<file path="config.mk">
export PLATFORM = sky130hd
export DESIGN_NAME = master_trigger_generator
export DESIGN_NICKNAME = d
export VERILOG_FILES = /design/src/rtl/master_trigger_generator.sv
export SDC_FILE = /design/constraint.sdc
export NUM_CORES = 1
export LEC_CHECK = 0
export CAP_MARGIN = 15
export CORE_MARGIN = 2
export CORE_UTILIZATION = 60
export DETAILED_ROUTE_END_ITERATION = 12
export PLACE_DENSITY_LB_ADDON = 0.08
export SLEW_MARGIN = 15
export SYNTH_ARGS = -nofsm -noshare
export SYNTH_HDL_FRONTEND = slang
export SYNTH_SLANG_ARGS = --single-unit
</file>
<file path="constraint.sdc">
create_clock -name ipClk -period 10 [get_ports ipClk]
set_clock_uncertainty 0.2 [all_clocks]
set_input_delay 3 -clock ipClk [delete_from_list [all_inputs] [get_ports ipClk]]
set_output_delay 3 -clock ipClk [all_outputs]
set_load 0.05 [all_outputs]
</file>
<file path="src/rtl/master_trigger_generator.sv">
// Radar master trigger: fixed-width pulses at a programmable repetition interval,
// as a finite burst or continuously, with abort, clamping and a done strobe.
//
// Ports:
//   ipClk, ipReset              clock, synchronous active-high reset
//   ipEnable, ipStart, ipStop   master enable, start strobe, abort strobe
//   ipPeriod, ipLength          repetition interval and high time, in cycles
//   ipBurstCount                pulses per burst, 0 = continuous
//   opTrigger, opBusy           registered trigger, high while running
//   opPulseCount, opDone        pulses since last start, burst-complete strobe
module master_trigger_generator #(
    parameter int PERIOD_WIDTH = 32,
    parameter int LENGTH_WIDTH = 16,
    parameter int COUNT_WIDTH  = 16
) (
    input  logic                    ipClk,
    input  logic                    ipReset,
    input  logic                    ipEnable,
    input  logic                    ipStart,
    input  logic                    ipStop,
    input  logic [PERIOD_WIDTH-1:0] ipPeriod,
    input  logic [LENGTH_WIDTH-1:0] ipLength,
    input  logic [COUNT_WIDTH-1:0]  ipBurstCount,
    output logic                    opTrigger,
    output logic                    opBusy,
    output logic [COUNT_WIDTH-1:0]  opPulseCount,
    output logic                    opDone
);

    typedef enum logic {
        IDLE,
        RUN
    } state_t;

    state_t                  state, state_n;
    logic [PERIOD_WIDTH-1:0] phase, phase_n;
    logic [PERIOD_WIDTH-1:0] period, period_n;
    logic [PERIOD_WIDTH-1:0] length, length_n;
    logic [COUNT_WIDTH-1:0]  burst, burst_n;
    logic [COUNT_WIDTH-1:0]  count_n;
    logic                    trigger_n;
    logic                    busy_n;
    logic                    done_n;

    logic [PERIOD_WIDTH-1:0] start_period;
    logic [PERIOD_WIDTH-1:0] start_length;
    logic [PERIOD_WIDTH-1:0] length_ext;
    logic [PERIOD_WIDTH-1:0] phase_inc;
    logic                    wrap;
    logic                    start_ok;
    logic                    abort;
    logic                    burst_end;

    // Clamp at latch time: at least a 2-cycle period, and the pulse must
    // leave at least one low cycle so every period has a rising edge.
    always_comb begin
        length_ext   = PERIOD_WIDTH'(ipLength);
        start_period = (ipPeriod < PERIOD_WIDTH'(2)) ? PERIOD_WIDTH'(2) : ipPeriod;
        start_length = (length_ext >= start_period)
                     ? start_period - PERIOD_WIDTH'(1)
                     : length_ext;
    end

    assign wrap      = (phase == period - PERIOD_WIDTH'(1));
    assign phase_inc = wrap ? '0 : phase + PERIOD_WIDTH'(1);
    assign start_ok  = ipStart & ipEnable & ~ipStop;
    assign abort     = ipStop | ~ipEnable;
    // The last period of a finite burst ends once the B-th pulse's period completes.
    assign burst_end = wrap && (burst != '0) && (opPulseCount == burst);

    always_comb begin
        state_n   = state;
        phase_n   = phase;
        period_n  = period;
        length_n  = length;
        burst_n   = burst;
        count_n   = opPulseCount;
        trigger_n = 1'b0;
        busy_n    = 1'b0;
        done_n    = 1'b0;
        unique case (state)
            IDLE: begin
                if (start_ok) begin
                    state_n   = RUN;
                    period_n  = start_period;
                    length_n  = start_length;
                    burst_n   = ipBurstCount;
                    phase_n   = '0;
                    // Entering phase 0 is the first pulse.
                    count_n   = COUNT_WIDTH'(1);
                    trigger_n = (start_length != '0);
                    busy_n    = 1'b1;
                end
            end
            RUN: begin
                if (abort) begin
                    state_n = IDLE;
                end else if (burst_end) begin
                    state_n = IDLE;
                    done_n  = 1'b1;
                end else begin
                    busy_n    = 1'b1;
                    phase_n   = phase_inc;
                    trigger_n = (phase_inc < length);
                    if (wrap && !(&opPulseCount)) begin
                        count_n = opPulseCount + COUNT_WIDTH'(1);
                    end
                end
            end
            default: begin
                state_n = IDLE;
            end
        endcase
    end

    always_ff @(posedge ipClk) begin
        if (ipReset) begin
            state        <= IDLE;
            phase        <= '0;
            period       <= '0;
            length       <= '0;
            burst        <= '0;
            opPulseCount <= '0;
            opTrigger    <= 1'b0;
            opBusy       <= 1'b0;
            opDone       <= 1'b0;
        end else begin
            state        <= state_n;
            phase        <= phase_n;
            period       <= period_n;
            length       <= length_n;
            burst        <= burst_n;
            opPulseCount <= count_n;
            opTrigger    <= trigger_n;
            opBusy       <= busy_n;
            opDone       <= done_n;
        end
    end

endmodule
</file>
==> results.py <==
metrics = {
    "yosys": {
        "synth_top_cell_by_area": "dfxtp_1",
        "yosysWarnings": 0,
        "synth-seq-cells": 131,
        "synthMuxAreaShare_pct": 0.780,
        "synth_top_area_share_pct": 29.2,
        "synthCells": 1164,
        "ys.flop_type": "dfxtp_1",
        "yosysSeqAreaShare_pct": 29.2,
        "synth-compound-area-share_pct": 19.4,
        "synth_nets": 1284,
        "syn-cell-area_um2": 8980,
        "synth_top_family_by_area": "simple AND/OR/NAND/NOR gates",
        "synth_xor_area_share_pct": 8.49,
        "syn_area_per_cell_um2": 7.71,
        "yosys.cell_types.count": 68,
        "synth-simple-area-share_pct": 29.0,
        "synthAdderAreaFrac_pct": 7.11,
        "synth_top_cells_by_area": "dfxtp_1 29%, ha_1 7.1%, nand2_1 6.7%",
        "async_reset_ff_share_pct": 0,
        "synth_edf_count": 0,
    },
    "power_and_ir_drop": {
        "power_mw": 1.37,
        "power_density_nw_per_um2": 132,
        "irDropWorstVdd_mv": 0.123,
        "p_leak_nw": 3.88,
    },
    "route": {
        "drt_iter0_markers": 707,
        "drt_wl_total_mm": 25.0,
        "dr_total_vias": 8829,
        "drc": 0,
        "first_pass_iters": 5,
        "final_antenna_net_count": 0,
        "via_per_inst": 6.29,
        "wl_per_cell_um": 17.8,
    },
    "worst_setup_path": {
        "startpoint": "ipPeriod[4]",
        "worstReg2RegStart": "period[0]",
        "cp-end-kind": "flop",
        "startpoint_type": "input port",
        "critPathKind": "input port to flop",
        "cp_max_fo": 8,
        "crit_required_ns": 10.14,
        "critPathArrivalTime_ns": 7.77,
    },
    "placed_design": {
        "post-place-ws_ns": 2.07,
        "io_buffers": 87,
        "dp.final_hpwl_mm": 18.3,
        "routabilityCongestion": 0.927,
    },
    "floorplan": {
        "io_pins": 88,
        "initial_core_util_pct": 61.5,
        "placementRows": 44,
        "die_w_um": 126,
        "dieArea_um2": 16000,
        "core_um2": 14600,
        "die_h_um": 126,
    },
    "outcome": {
        "status": "finished, final reports clean",
    },
    "clock_network": {
        "cts_setup_buffers": 0,
        "clk_latency_ns": 0.43,
        "holdBufCountCts": 0,
        "clockBufferDepth": 2,
        "ctsResizeCount": 0,
        "path_clk_slew_ns": 0.06,
        "clk_root_buffer_cell": "clkbuf_16",
        "tritoncts": "done",
        "cts_made_buffers": 17,
        "htreeDepth": 4,
        "cts.sinks": 131,
    },
    "global_routing": {
        "gr-usage-all-layers_pct": 31.4,
        "grt_pass1_wl_mm": 40.6,
        "use_met3_pct": 5.40,
        "grt_max_degree": 107,
        "grt_overflow": 0,
        "grt_pass1_vias": 7871,
        "grt.met1_usage_pct": 44.8,
        "use_met2_pct": 50.0,
        "grt_antenna_before_repair": 0,
        "busiest_layer": "met2",
    },
    "timing": {
        "rsz0062_at_grt": "false",
        "setup_tns_ns": 0,
        "fin_crit_ns": 7.63,
        "setup_violations": 0,
        "hold_viol_final": 0,
        "min_period_over_period_pct": 76.3,
        "worst_slack_ns": 2.37,
        "slew-limit-headroom_pct": 28.7,
        "max_freq_mhz": 131,
        "worst_pin_slew_ns": 1.07,
        "slew_violations": 0,
    },
    "finish": {
        "diodes": 0,
        "fin_util_pct": 71.1,
        "fillers": 1265,
        "layout_common_cells": "161 x nand2_1, 131 x dfxtp_1, 102 x a21oi_1, 86 x clkdlybuf4s50_1, 78 x nor2_1",
        "fin_nets": 1326,
        "layout-drive-gt1-share_pct": 6.32,
        "syn2layout_area_growth_pct": 15.6,
        "final_common_cell": "nand2_1",
    },
    "hold_path": {
        "hold_path.class": "flop to flop",
        "hold_start": "length[27]",
    },
    "run": {
        "maxCapViolations": 0,
    },
}
## flip-flops by register name (all words and copies together), names as in the netlist
register and count:
length 32, opTrigger 1, phase 32, opPulseCount 16
period 32, opDone 1, state 1, burst 16
## layer usage
| metal | routed length (um) | up-vias | part of all wire (%) |
|---|---|---|---|
| li1 | - | 4291 | - |
| met1 | 11200 | 4108 | 45 |
| met2 | 11400 | 400 | 46 |
| met3 | 1990 | 30 | 8.0 |
| met4 | 313 | 0 | 1.3 |
| met5 | 0 | - | 0 |
## Yosys cell counts (all sizes together) (3+ instances only)
cell       n
or2        5
nor4      52
nand4     34
and3      20
nor3b      3
nand2    161
a21o      12
o211ai    15
or3        9
clkbuf    51
nand2b    20
nor2      82
o2111ai    7
a21boi     8
a21oi    102
a31oi     10
dfxtp    131
and4       6
mux2i      7
a211oi    16
o31a       3
nor3      25
xor2      24
o21ai     28
ha        51
buf       20
nor2b     10
nand3     38
a2111o     9
a31o      30
inv       58
xnor2     63
or4        7
nor4b      4
and2      12
o22ai      5
## per-stage QoR
step | area, um2 | hold WS, ns | instances
2_1_floorplan | 8980 | 0.222 | 1164
3_3_place_gp | 9810 | 0.234 | 1371
3_5_place_dp | 9810 | 0.235 | 1371
4_1_cts | 10400 | 0.245 | 1403
5_1_grt | 10400 | 0.255 | 1403
6_report | 10400 | 0.240 | 1403
## layout make-up
class,instances,area (um2),area share [%]
clock buffers,21,470,4.53
clock inverters,11,100,0.965
inverters,58,218,2.10
multi-input cells,904,5820,56.1
flip-flops and latches,131,2620,25.3
well taps,184,230,2.22
repair buffers,94,918,8.85
## power breakdown
part | internal (mW) | total (mW) | switching [mW] | leakage, nW
sequential | 0.533 | 0.545 | 0.0125 | 1.06
clock | 0.362 | 0.603 | 0.241 | 0.280
combinational | 0.0960 | 0.224 | 0.128 | 2.54
## final timing paths
check	endpoint	slack, ns	depth (start not counted)
worst max-delay path	length[18]	2.37	16
worst min-delay path	length[27]	0.24	2
worst min register to register	length[27]	0.24	2
worst max register to register	opTrigger	4.43	20
## kinds of logic (layout without fill, tap and decap cells)
logic type                 Yosys count  count (layout)
muxes                                7               7
adders and majority gates           51              51
and+or+nand+nor                    496             496
AOI/OAI and AO/OA                  263             263
xor gates and xnor gates            87              87
buffers and inverters              129             184
DFF                                131             131
## critical path: stages
cell	delay [ns]
clkdlybuf4s50_1	0.50
or4_1	0.59
nor3_1	0.33
nand4_1	0.31
nand2_1	0.22
inv_1	0.08
ha_1	0.27
nand2b_1	0.09
a21o_1	0.10
a21oi_1	0.06
o211ai_1	0.21
a21oi_1	0.11
a211oi_1	0.69
o21ai_0	0.42
a21oi_1	0.53
a21boi_0	0.26
No activity file was read; power rests on OpenSTA's default activity.
